## src/rtl/gear_shift_ctrl.sv

```systemverilog
// ---------------------------------------------------------------------------
// gear_shift_ctrl
// Paddle-shift controller for the gearbox actuator. Each raw button is
// synchronised and debounced; a debounced rising edge is a one-cycle press
// event. The FSM tracks the current gear, fires one timed actuator pulse per
// accepted shift, then holds a mechanical lockout before accepting another
// shift.
//
// Ports
//   clk         system clock
//   nReset      asynchronous active-low reset
//   upBut       raw up paddle, active high, asynchronous
//   downBut     raw down paddle, active high, asynchronous
//   neutralBut  raw neutral button, active high, asynchronous
//   upOut       up actuator drive (registered)
//   downOut     down actuator drive (registered)
//   gear        current gear, 0 = neutral
//   gearLed     one-hot gear indicator, bit k-1 set in gear k, zero in neutral
//   neutralLed  high while gear == 0
//   busy        high whenever the FSM is not IDLE
//   reject      one-cycle strobe when an accepted press is refused
// ---------------------------------------------------------------------------
module gear_shift_ctrl #(
  parameter int NUM_GEARS            = 5,
  parameter int DEBOUNCE_CYCLES      = 50000,
  parameter int UP_PULSE_CYCLES      = 2000000,
  parameter int DOWN_PULSE_CYCLES    = 2000000,
  parameter int NEUTRAL_PULSE_CYCLES = 800000,
  parameter int LOCKOUT_CYCLES       = 1000000
) (
  input  logic                             clk,
  input  logic                             nReset,
  input  logic                             upBut,
  input  logic                             downBut,
  input  logic                             neutralBut,
  output logic                             upOut,
  output logic                             downOut,
  output logic [$clog2(NUM_GEARS+1)-1:0]   gear,
  output logic [NUM_GEARS-1:0]             gearLed,
  output logic                             neutralLed,
  output logic                             busy,
  output logic                             reject
);

  localparam int GW     = $clog2(NUM_GEARS + 1);
  localparam int DW     = $clog2(DEBOUNCE_CYCLES + 1);
  localparam int MAX_AB = (UP_PULSE_CYCLES > DOWN_PULSE_CYCLES) ? UP_PULSE_CYCLES : DOWN_PULSE_CYCLES;
  localparam int MAX_CD = (NEUTRAL_PULSE_CYCLES > LOCKOUT_CYCLES) ? NEUTRAL_PULSE_CYCLES : LOCKOUT_CYCLES;
  localparam int MAX_W  = (MAX_AB > MAX_CD) ? MAX_AB : MAX_CD;
  localparam int CW     = $clog2(MAX_W + 1);

  // Counters are loaded with width-1 and run down to zero, so a state lasts
  // exactly "width" cycles.
  localparam logic [CW-1:0] UP_LOAD   = CW'(UP_PULSE_CYCLES - 1);
  localparam logic [CW-1:0] DOWN_LOAD = CW'(DOWN_PULSE_CYCLES - 1);
  localparam logic [CW-1:0] NEU_LOAD  = CW'(NEUTRAL_PULSE_CYCLES - 1);
  localparam logic [CW-1:0] LOCK_LOAD = CW'((LOCKOUT_CYCLES > 0) ? LOCKOUT_CYCLES - 1 : 0);
  localparam logic [DW-1:0] DEB_MAX   = DW'(DEBOUNCE_CYCLES);
  localparam logic [GW-1:0] TOP_GEAR  = GW'(NUM_GEARS);
  localparam logic [GW-1:0] GEAR_0    = GW'(0);
  localparam logic [GW-1:0] GEAR_1    = GW'(1);
  localparam logic [GW-1:0] GEAR_2    = GW'(2);

  localparam int BTN_UP   = 0;
  localparam int BTN_DOWN = 1;
  localparam int BTN_NEU  = 2;

  typedef enum logic [1:0] {IDLE, PULSE_UP, PULSE_DOWN, LOCKOUT} state_t;

  logic [2:0]     raw_s;
  logic [2:0]     sync1_r;
  logic [2:0]     sync2_r;
  logic [2:0]     deb_r;
  logic [2:0]     press_r;
  logic [DW-1:0]  deb_cnt_r [3];

  state_t         state_r, state_s;
  logic [CW-1:0]  cnt_r, cnt_s;
  logic [GW-1:0]  gear_r, gear_s;
  logic           reject_s;

  logic           up_out_r, down_out_r, neutral_led_r, busy_r, reject_r;
  logic [NUM_GEARS-1:0] gear_led_r;

  function automatic logic [NUM_GEARS-1:0] led_of(input logic [GW-1:0] g);
    logic [NUM_GEARS-1:0] v;
    v = '0;
    for (int k = 1; k <= NUM_GEARS; k++) begin
      v[k-1] = (g == GW'(k));
    end
    return v;
  endfunction

  assign raw_s = {neutralBut, downBut, upBut};

  // Synchroniser, debounce counters and one-cycle press events per button.
  // The debounced level flips on the edge at which the counter already holds
  // DEBOUNCE_CYCLES; the press event is registered on that same edge.
  always_ff @(posedge clk or negedge nReset) begin
    if (!nReset) begin
      sync1_r <= 3'b000;
      sync2_r <= 3'b000;
      deb_r   <= 3'b000;
      press_r <= 3'b000;
      for (int i = 0; i < 3; i++) begin
        deb_cnt_r[i] <= '0;
      end
    end else begin
      sync1_r <= raw_s;
      sync2_r <= sync1_r;
      for (int i = 0; i < 3; i++) begin
        if (sync2_r[i] != deb_r[i]) begin
          if (deb_cnt_r[i] == DEB_MAX) begin
            deb_r[i]     <= sync2_r[i];
            deb_cnt_r[i] <= '0;
            press_r[i]   <= sync2_r[i];
          end else begin
            deb_cnt_r[i] <= deb_cnt_r[i] + DW'(1);
            press_r[i]   <= 1'b0;
          end
        end else begin
          deb_cnt_r[i] <= '0;
          press_r[i]   <= 1'b0;
        end
      end
    end
  end

  // Next-state, gear and reject decode. Press events outside IDLE are
  // simply dropped because only the IDLE branch looks at them.
  always_comb begin
    state_s  = state_r;
    cnt_s    = cnt_r;
    gear_s   = gear_r;
    reject_s = 1'b0;
    case (state_r)
      IDLE: begin
        if (press_r[BTN_NEU]) begin
          if (gear_r == GEAR_1) begin
            state_s = PULSE_UP;
            cnt_s   = NEU_LOAD;
            gear_s  = GEAR_0;
          end else if (gear_r == GEAR_2) begin
            state_s = PULSE_DOWN;
            cnt_s   = NEU_LOAD;
            gear_s  = GEAR_0;
          end else begin
            reject_s = 1'b1;
          end
        end else if (press_r[BTN_UP] && press_r[BTN_DOWN]) begin
          reject_s = 1'b1;
        end else if (press_r[BTN_UP]) begin
          if (gear_r == TOP_GEAR) begin
            reject_s = 1'b1;
          end else begin
            state_s = PULSE_UP;
            cnt_s   = UP_LOAD;
            // From neutral the lever goes up past neutral into second gear.
            gear_s  = (gear_r == GEAR_0) ? GEAR_2 : gear_r + GW'(1);
          end
        end else if (press_r[BTN_DOWN]) begin
          if (gear_r == GEAR_1) begin
            reject_s = 1'b1;
          end else begin
            state_s = PULSE_DOWN;
            cnt_s   = DOWN_LOAD;
            gear_s  = (gear_r == GEAR_0) ? GEAR_1 : gear_r - GW'(1);
          end
        end else begin
          state_s = IDLE;
        end
      end
      PULSE_UP, PULSE_DOWN: begin
        if (cnt_r == '0) begin
          if (LOCKOUT_CYCLES == 0) begin
            state_s = IDLE;
            cnt_s   = '0;
          end else begin
            state_s = LOCKOUT;
            cnt_s   = LOCK_LOAD;
          end
        end else begin
          cnt_s = cnt_r - CW'(1);
        end
      end
      LOCKOUT: begin
        if (cnt_r == '0) begin
          state_s = IDLE;
        end else begin
          cnt_s = cnt_r - CW'(1);
        end
      end
      default: begin
        state_s = IDLE;
        cnt_s   = '0;
      end
    endcase
  end

  // State register and registered dash/actuator outputs, all taken from the
  // next-state values so gear and the pulse change on the same edge.
  always_ff @(posedge clk or negedge nReset) begin
    if (!nReset) begin
      state_r       <= IDLE;
      cnt_r         <= '0;
      gear_r        <= GEAR_0;
      up_out_r      <= 1'b0;
      down_out_r    <= 1'b0;
      gear_led_r    <= '0;
      neutral_led_r <= 1'b1;
      busy_r        <= 1'b0;
      reject_r      <= 1'b0;
    end else begin
      state_r       <= state_s;
      cnt_r         <= cnt_s;
      gear_r        <= gear_s;
      up_out_r      <= (state_s == PULSE_UP);
      down_out_r    <= (state_s == PULSE_DOWN);
      gear_led_r    <= led_of(gear_s);
      neutral_led_r <= (gear_s == GEAR_0);
      busy_r        <= (state_s != IDLE);
      reject_r      <= reject_s;
    end
  end

  assign upOut      = up_out_r;
  assign downOut    = down_out_r;
  assign gear       = gear_r;
  assign gearLed    = gear_led_r;
  assign neutralLed = neutral_led_r;
  assign busy       = busy_r;
  assign reject     = reject_r;

endmodule
```

## config.mk

```make
export PLATFORM = sky130hd
export DESIGN_NAME = gear_shift_ctrl
export DESIGN_NICKNAME = d
export VERILOG_FILES = /design/src/rtl/gear_shift_ctrl.sv
export SDC_FILE = /design/constraint.sdc
export NUM_CORES = 1
export LEC_CHECK = 0
export ABC_CLOCK_PERIOD_IN_PS = 3200
export CAP_MARGIN = 25
export CORE_MARGIN = 2
export CORE_UTILIZATION = 60
export DETAILED_ROUTE_END_ITERATION = 16
export PLACE_DENSITY = 0.84
export SYNTH_ARGS = -nofsm -noshare
export SYNTH_HDL_FRONTEND = slang
export SYNTH_SLANG_ARGS = --single-unit
```

## constraint.sdc

```tcl
create_clock -name clk -period 3.2 [get_ports clk]
set_input_delay 0.64 -clock clk [delete_from_list [all_inputs] [get_ports clk]]
set_output_delay 0.64 -clock clk [all_outputs]
set_load 0.01 [all_outputs]
```

Word-level counts from Yosys, hierarchy flattened

Cells that the tools add are included.

Register bits after elaboration: 96
Bits of input ports: 5
Memory bits (writable): 0
Latch bits: 0
ROM bits: 0
Memories: 0
Logic and storage cells: 114

Multiply operators: 0
$add $sub $neg: 6
Divide/modulo/power cells: 0
Reduce and logical (&&, ||, !) cells: 11
Eq/ne operators: 25
Bitwise logic cells: 0
Order comparisons: 0
Muxes and demuxes: 54
Shifts and indexed selects: 0

Operator list:

| operator                                                               | number |
|---|---|
| 21-bit 2-to-1 mux                                                      | 10 |
| 16-bit 2-to-1 mux                                                      | 6 |
| 21-bit case mux with 3 select lines                                    | 1 |
| 16-bit by 1-bit adder with 16-bit output (second input constant)       | 3 |
| 16-bit equality test (second input constant)                           | 3 |
| 3-bit 2-to-1 mux                                                       | 11 |
| 21-bit logical NOT                                                     | 1 |
| 21-bit by 1-bit subtractor with 21-bit output (second input constant)  | 1 |
| 2-bit 2-to-1 mux                                                       | 10 |
| 4-bit inequality test (second input constant)                          | 4 |
| 1-bit 2-to-1 mux                                                       | 15 |
| 3-bit by 2-bit equality test with 1-bit output (second input constant) | 3 |
| 3-bit equality test (second input constant)                            | 3 |
| 2-bit equality test (second input constant)                            | 3 |
| 3-bit by 1-bit equality test with 1-bit output (second input constant) | 2 |
| 3-bit logical NOT                                                      | 2 |
| 2-bit case mux with 3 select lines                                     | 1 |
| 2-bit AND reduction                                                    | 3 |
| 6-bit AND reduction                                                    | 1 |
| 2-bit by 1-bit equality test with 1-bit output (second input constant) | 2 |
| 3-bit by 1-bit adder with 3-bit output (second input constant)         | 1 |
| 1-bit inequality test                                                  | 3 |
| 3-bit inequality test (second input constant)                          | 1 |
| 3-bit by 1-bit subtractor with 3-bit output (second input constant)    | 1 |
| 5 further kinds                                                        | 5 |

Logic depth before layout (Yosys ltp)

Gate-level depths: netlist of run 1.

Depth in word-level cells: 9
Depth in mapped cells: 10
Gate-level depth less buffers: 9

Least setup slack after synthesis of run 1

Ideal clock, no wire load.

Kind: flip-flop to flip-flop
Start: register cnt_r[16]
End: register cnt_r[12]
Library setup time: 0.121 ns
Stages on the path, launching flop included: 8
Required time: 3.079 ns
Path slack: 0.950 ns
Arrival time: 2.129 ns
Period minus slack after synthesis: 2.250 ns
Cells stage by stage: dfrtp_1 -> or4_4 -> nor4b_4 -> and4_1 -> buf_6 -> a21boi_2 -> buf_2 -> a22o_1

Longest elaborated chain between the ends: 3

Ends and longest elaborated chain:

| element                                                                                     | line     | source |
|---|---|---|
| from (decl)                                                                                 | 78       | `logic [CW-1:0] cnt_r, cnt_s;` |
| from (signal assigned)                                                                      | 215      | `cnt_r <= cnt_s;` |
| 21-bit logical NOT (*)                                                                      | 174, 187 |  |
| 2-bit inequality test (no line) / 21-bit 2-to-1 mux (equally long branches)                 | -        |  |
| 6-bit AND reduction (no line) / 21-bit case mux with 3 select lines (equally long branches) | -        |  |

Mark *: on every way between the ends. The rest lies on a longest branch, timed or not.
A chain may end at the register's enable or synchronous reset.

Worst setup path in the final report of run 1

Start: register press_r[0]
End: register cnt_r[13]

Longest elaborated chain between the ends: 4

Ends and longest elaborated chain:

| element                             | line | source |
|---|---|---|
| from (decl)                         | 74   | `logic [2:0] press_r;` |
| from (signal, indexed assignment)   | 116  | `press_r[i] <= sync2_r[i];` |
| 21-bit 2-to-1 mux                   | 152  | `end else if (press_r[BTN_UP]) begin` |
| 21-bit 2-to-1 mux                   | 150  | `end else if (press_r[BTN_UP] && press_r[BTN_DOWN]) begin` |
| 21-bit 2-to-1 mux                   | 138  | `if (press_r[BTN_NEU]) begin` |
| 21-bit case mux with 3 select lines | 136  | `case (state_r)` |

Parallel ways exist; a longest one is shown, timed or not. The select of a mux whose other input is x is not followed.

==> summary.txt, run 1 <==
IO Pins: 18
Global-route wire length before repair: 17,100 um
Hold-fix buffers, CTS: 0
Die footprint: 9320 um2
Avg WL per Cell: 15.2 um
Vias post-DR: 4,063
Post-Place Cell Area: 5370 um2
Gpl congestion: 0.961
H-tree depth: 3
Top Family by Delay on Critical Path: compound AO/OA/AOI/OAI gates
# Max-Cap Violations: 0
EDFF count, synth: 0
Area of the multi-input gates: 2540 um2
Achievable frequency: 379 MHz
Tightest Pin Transition: 0.703 ns
Hold_ws: 0.226 ns
Post-Route Setup TNS: 0 ns
Die width: 96.5 um
Worst Setup End Kind: register
Syn Nets: 559
Critical Path AT: 2.89 ns
Placed cell count: 647
Area Growth Syn to Fin: 8.60%
Drt initial violations: 267
Max Slew Vio Count: 0
Largest net degree at the start of global routing: 58
Fin nets: 570
Setup CP Type: reg -> reg
Async set or reset register ratio after synthesis: 100%
Layout cells sized above 1: 7.71%
R2R Setup Slk: 0.56 ns
Initial antenna violation count: 0
Vias in the first global route: 3,785
VDD IR max: 0.222 mV
Total GRT Usage: 23.4%
Die Ht: 96.5 um
DP Wirelength: 7030 um
Setup WS post-layout: 0.562 ns
Clock root buffer: clkbuf_8
Setup Buffers After CTS: 0
Startpoint types: register
Fillers: 660
Final wirelength: 10,100 um
Pwr Density: 385 nW/um2
Resized Gates After CTS: 0
IO buf count: 17
Placement Setup Slack: 0.657 ns
Clock Skew: 0.0123 ns
Clock Tree Buf Depth: 2
Slowest CP cell: dfrtp_1
Leak pwr: 2.47 nW
Distinct cell type count after synthesis: 64
Most common cell after layout, fill and taps aside: dfrtp_1
Endpoints failing setup: 0
Crit path cell chain: nor2b_1 > a211oi_1 > o41ai_4 > a21boi_2 > o21ai_1 > a32o_1
FF+latch area: 2400 um2
RSZ-0062 raised after global routing: false
CP bufs+invs: 0
Max-slew headroom: 52.8%
Core area: 8260 um2
Via-to-Cell Ratio: 6.13
N_diodes: 0
Outcome: completed
Clock sinks: 96
Most frequent cells in the layout: dfrtp_1 (95), nor2_1 (67), a21oi_1 (40)
Initial Utilization: 62.2%
Clock latency at the later pin of the worst-skew pair: 0.37 ns
RR Endpoint: cnt_r[13]
Fin crit period: 2.64 ns
Worst r2r src: press_r[0]
Antenna-violating nets left: 0
Fin cells: 663
Synth warn: 0
Finished layout cell area: 5580 um2
Synthesized flop and latch total: 96
TritonCTS Buffers: 9
CTS tree: done
Final period utilization: 82.4%
Mapped Cells: 542
Seq/Total Area, Yosys: 46.8%
CP max FO: 12
Fin. Hold Viols: 0
Average size of a mapped cell: 9.48 um2
First-pass detailed-route iteration total: 5
Req. time, crit path: 3.45 ns
Hold Crit Class: in -> async
CP max stage delay: 0.58 ns
Syn Std Cell Area: 5140 um2
Prevailing post-synth register cell: dfrtp_1
Reg2Reg Depth: 6
Grt ovf: 0
Row count: 33
DRC viols: 0
Reg clk slew, reported paths: 0.11 ns
## cells in the mapped netlist (9+ instances only)
| cell | instances | area (um2) |
|---|---|---|
| o21ai_0 | 20 | 100 |
| xnor2_1 | 13 | 114 |
| nor3_1 | 23 | 115 |
| o21ai_1 | 10 | 50.1 |
| a21oi_1 | 40 | 200 |
| xor2_1 | 22 | 193 |
| ha_1 | 12 | 150 |
| nand4_1 | 9 | 56.3 |
| nand2_1 | 27 | 101 |
| inv_1 | 26 | 97.6 |
| nor2_1 | 67 | 251 |
| and3_1 | 13 | 81.3 |
| clkbuf_1 | 12 | 45.0 |
| nand3_1 | 25 | 125 |
| or3_1 | 13 | 81.3 |
| dfrtp_1 | 95 | 2380 |
## state kept, by name, indices dropped and copies added, names as in the netlist, 2 cells and up
| register | flops |
|---|---|
| deb_cnt_r | 48 |
| state_r | 2 |
| press_r | 3 |
| gear | 3 |
| cnt_r | 21 |
| gearLed | 5 |
| sync2_r | 3 |
| deb_r | 3 |
| sync1_r | 3 |
## how the worst max path moves through the flow
stage / start / end / slack [ns] / cells after the start
2_1_floorplan: cnt_r[16] / cnt_r[12] / 0.95 / 7
3_3_place_gp: cnt_r[16] / cnt_r[18] / 0.71 / 6
3_5_place_dp: cnt_r[16] / cnt_r[18] / 0.66 / 6
4_1_cts: press_r[0] / cnt_r[13] / 0.62 / 6
5_1_grt: press_r[0] / cnt_r[13] / 0.37 / 6
6_report: press_r[0] / cnt_r[13] / 0.56 / 6
## report_power, final
group | switching [mW] | internal (mW)
Clock | 0.465 | 0.378
Sequential | 0.0177 | 1.23
Combinational | 0.0436 | 0.0200
## cells by family (layout without fill, tap and decap cells)
kind of cell	after synthesis	count (layout)	share of synthesized area, %
AND/OR/NAND/NOR	232	232	24.3
adder cells (fa/ha/maj)	12	12	2.92
buffers and inverters	45	61	3.75
XOR/XNOR	35	35	5.97
flip-flops	96	96	46.8
AO/OA/AOI/OAI	117	117	15.2
multiplexers	5	5	1.05
## through the flow
step | utilization, % | total power, mW
3_3_place_gp | 65.0 | 1.33
3_5_place_dp | 65.0 | 1.33
5_1_grt | 67.5 | 2.24
6_report | 67.5 | 2.15
4_1_cts | 67.5 | 2.17
2_1_floorplan | - | 1.29
## per-layer routing
metal | track usage [%] | part of all wire (%) | up-vias
met2 | 37.1 | 47 | 125
met1 | 32.3 | 47 | 1963
met5 | 0 | 0 | -
met4 | 9.15 | 1.3 | 0
li1 | - | - | 1960
met3 | 3.96 | 4.4 | 15
## layout make-up
cell class              instances  area share (%)
flip-flops and latches         96            43.1
clock inverters                 7            1.55
clock buffers                   9            2.22
inverters                      26            1.75
repair buffers                 19            3.50
well taps                     105            2.36
multi-input cells             401            45.5
Power figures use the tool's default switching activity.
==> inputs of run 2 (changes only) <==
==> config.mk (replaced) <==
export PLATFORM = sky130hd
export DESIGN_NAME = gear_shift_ctrl
export DESIGN_NICKNAME = d
export VERILOG_FILES = /design/src/rtl/gear_shift_ctrl.sv
export SDC_FILE = /design/constraint.sdc
export NUM_CORES = 1
export LEC_CHECK = 0
export ABC_CLOCK_PERIOD_IN_PS = 2300
export CAP_MARGIN = 25
export CORE_MARGIN = 2
export CORE_UTILIZATION = 55
export DETAILED_ROUTE_END_ITERATION = 16
export PLACE_DENSITY = 0.82
export SYNTH_ARGS = -nofsm -noshare
export SYNTH_HDL_FRONTEND = slang
export SYNTH_SLANG_ARGS = --single-unit
==> constraint.sdc (replaced) <==
create_clock -name clk -period 2.3 [get_ports clk]
set_input_delay 0.46 -clock clk [delete_from_list [all_inputs] [get_ports clk]]
set_output_delay 0.46 -clock clk [all_outputs]
set_load 0.01 [all_outputs]
==> run 2 against run 1 <==
Net effect:
- cell area increased by 8.5%
- the run now ends with negative setup slack left
- global-route usage increased by 0.48 points
- clock skew decreased by 0.0014 ns
- combinational power increased by 44%
- total power increased by 33%
- maximum frequency increased by 13%
- cell count increased by 8.1%
- count of clock-buffer cells in the layout increased by 1
- critical path depth increased by 1
- sequential share of layout area decreased by 3.3 points
- via count increased by 5.8%
==> summary.txt, run 2 (same netlist as run 1, synthesis figures left out) <==
Leak pwr: 2.73 nW (was 2.47 nW)
Outcome: complete, but fails checks (was completed)
Global-route wire length before repair: 19,600 um (was 17,100 um)
Max Slew Vio Count: 0 (unchanged)
Reg2Reg Depth: 7 (was 6)
Final Core Density: 66.1% (was 67.5%)
Clock latency at the later pin of the worst-skew pair: 0.38 ns (was 0.37 ns)
Achievable frequency: 429 MHz (was 379 MHz)
VDD IR max: 0.531 mV (was 0.222 mV)
H-tree depth: 3 (unchanged)
Area Growth Syn to Fin: 17.8% (was 8.60%)
# Max-Cap Violations: 0 (unchanged)
CP Capture Point: cnt_r[8] (was cnt_r[13])
Worst setup path startpoint: cnt_r[18] (was press_r[0])
Post-Place Cell Area: 5710 um2 (was 5370 um2)
Final period utilization: 101% (was 82.4%)
Hold Crit Class: in -> async (unchanged)
TritonCTS Buffers: 9 (unchanged)
Antenna-violating nets left: 0 (unchanged)
Pwr Density: 474 nW/um2 (was 385 nW/um2)
Vias post-DR: 4,299 (was 4,063)
DRC viols: 0 (unchanged)
Die footprint: 10,100 um2 (was 9320 um2)
RSZ-0062 raised after global routing: true (was false)
Total GRT Usage: 23.9% (was 23.4%)
Max-slew headroom: 62.4% (was 52.8%)
Row count: 35 (was 33)
Die width: 101 um (was 96.5 um)
Clock root buffer: clkbuf_8 (unchanged)
CP max FO: 8 (was 12)
Worst Setup End Kind: register (unchanged)
Fin. Hold Viols: 0 (unchanged)
Post-Route Setup TNS: -0.114 ns (was 0 ns)
Hold_ws: 0.0601 ns (was 0.226 ns)
Clock sinks: 96 (unchanged)
Critical Path AT: 2.60 ns (was 2.89 ns)
Setup CP Type: reg -> reg (unchanged)
Finished layout cell area: 6050 um2 (was 5580 um2)
Core area: 9150 um2 (was 8260 um2)
Most flops, register: deb_cnt_r (unchanged)
Initial antenna violation count: 0 (unchanged)
Worst r2r src: cnt_r[18] (was press_r[0])
Fin nets: 618 (was 570)
Req. time, crit path: 2.57 ns (was 3.45 ns)
Initial Utilization: 56.1% (was 62.2%)
RR Endpoint: cnt_r[8] (was cnt_r[13])
DP Wirelength: 8100 um (was 7030 um)
Final wirelength: 11,600 um (was 10,100 um)
Overall power: 2.87 mW (was 2.15 mW)
Layout cells sized above 1: 18.3% (was 7.71%)
Drt initial violations: 229 (was 267)
Most common cell after layout, fill and taps aside: dfrtp_1 (unchanged)
Endpoints failing setup: 5 (was 0)
Setup WS post-layout: -0.0294 ns (was 0.562 ns)
Vias in the first global route: 4,199 (was 3,785)
Gpl congestion: 0.920 (was 0.961)
Most frequent cells in the layout: dfrtp_1 (94), nor2_1 (65), buf_4 (45) (was dfrtp_1 (95), nor2_1 (67), a21oi_1 (40))
Tightest Pin Transition: 0.565 ns (was 0.703 ns)
Clock Skew: 0.0109 ns (was 0.0123 ns)
IO buf count: 17 (unchanged)
R2R Setup Slk: -0.03 ns (was 0.56 ns)
Grt ovf: 0 (unchanged)
Largest net degree at the start of global routing: 42 (was 58)
Die Ht: 101 um (was 96.5 um)
Reg clk slew, reported paths: 0.10 ns (was 0.11 ns)
Avg WL per Cell: 16.1 um (was 15.2 um)
Fin crit period: 2.33 ns (was 2.64 ns)
IO Pins: 18 (unchanged)
Failing checks: negative setup slack
Startpoint types: register (unchanged)
Via-to-Cell Ratio: 6.00 (was 6.13)
N_diodes: 0 (unchanged)
Clock Tree Buf Depth: 2 (unchanged)
CTS tree: done (unchanged)
Max FFs per register: 48 (unchanged)
First-pass detailed-route iteration total: 5 (unchanged)
-- run 2: metal layers --
layer	track usage, %	up-vias	part of all wire, %
met1	32.9	2131	46
li1	-	2060	-
met2	38.9	91	49
met3	4.23	17	3.2
met5	0	-	0
met4	6.85	0	1.6
-- run 2: worst max-delay path, stage by stage (launching register included) --
cell     delay (ns)
dfrtp_1        0.39
or4_4          0.54
nor4b_4        0.42
nand4_4        0.24
o21ai_4        0.34
buf_6          0.18
o21ai_2        0.06
o41ai_2        0.05
-- run 2: how the worst min path moves through the flow --
| stage | slack (ns) | to | startpoint | cells after the start |
|---|---|---|---|---|
| floorplan | 0.16 | busy | nReset | 0 |
| finish | 0.06 | reject | nReset | 1 |
| global placement | 0.33 | sync2_r[0] | sync1_r[0] | 0 |
| global route | 0.09 | state_r[0] | nReset | 1 |
| detailed placement | 0.34 | sync2_r[0] | sync1_r[0] | 0 |
| CTS | 0.07 | reject | nReset | 1 |
-- run 2: layout make-up --
type	count	area, um2
fillers	721	3100
multi-input cells	401	2650
flip-flops and latches	96	2400
repair buffers	67	583
well taps	111	139
clock buffers	10	128
inverters	26	97.6
clock inverters	6	50.0
-- run 2: through the flow --
| step | setup WS, ns | instances |
|---|---|---|
| final | -0.0294 | 717 |
| after global routing | -0.142 | 717 |
| after CTS | 0.00380 | 712 |
| after detailed placement | -0.0129 | 696 |
| after global placement | 0.0643 | 696 |
| after floorplan | 0.0503 | 542 |
-- run 2: report_power, final --
group / internal [mW] / total (mW) / switching (mW)
combinational: 0.0289 / 0.0913 / 0.0623
sequential: 1.70 / 1.73 / 0.0264
clock: 0.409 / 1.04 / 0.634
total: 2.14 / 2.87 / 0.723
-- run 2: timing repair --
| item | in CTS | in global routing |
|---|---|---|
| endpoints found under the setup margin | 5 | 25 |
| hold buffers | 0 | 0 |
| endpoints found under the hold margin | 0 | 0 |
| gates resized for setup | 2 | 26 |
| pin swaps | 2 | 22 |
| buffers inserted | 0 | 5 |
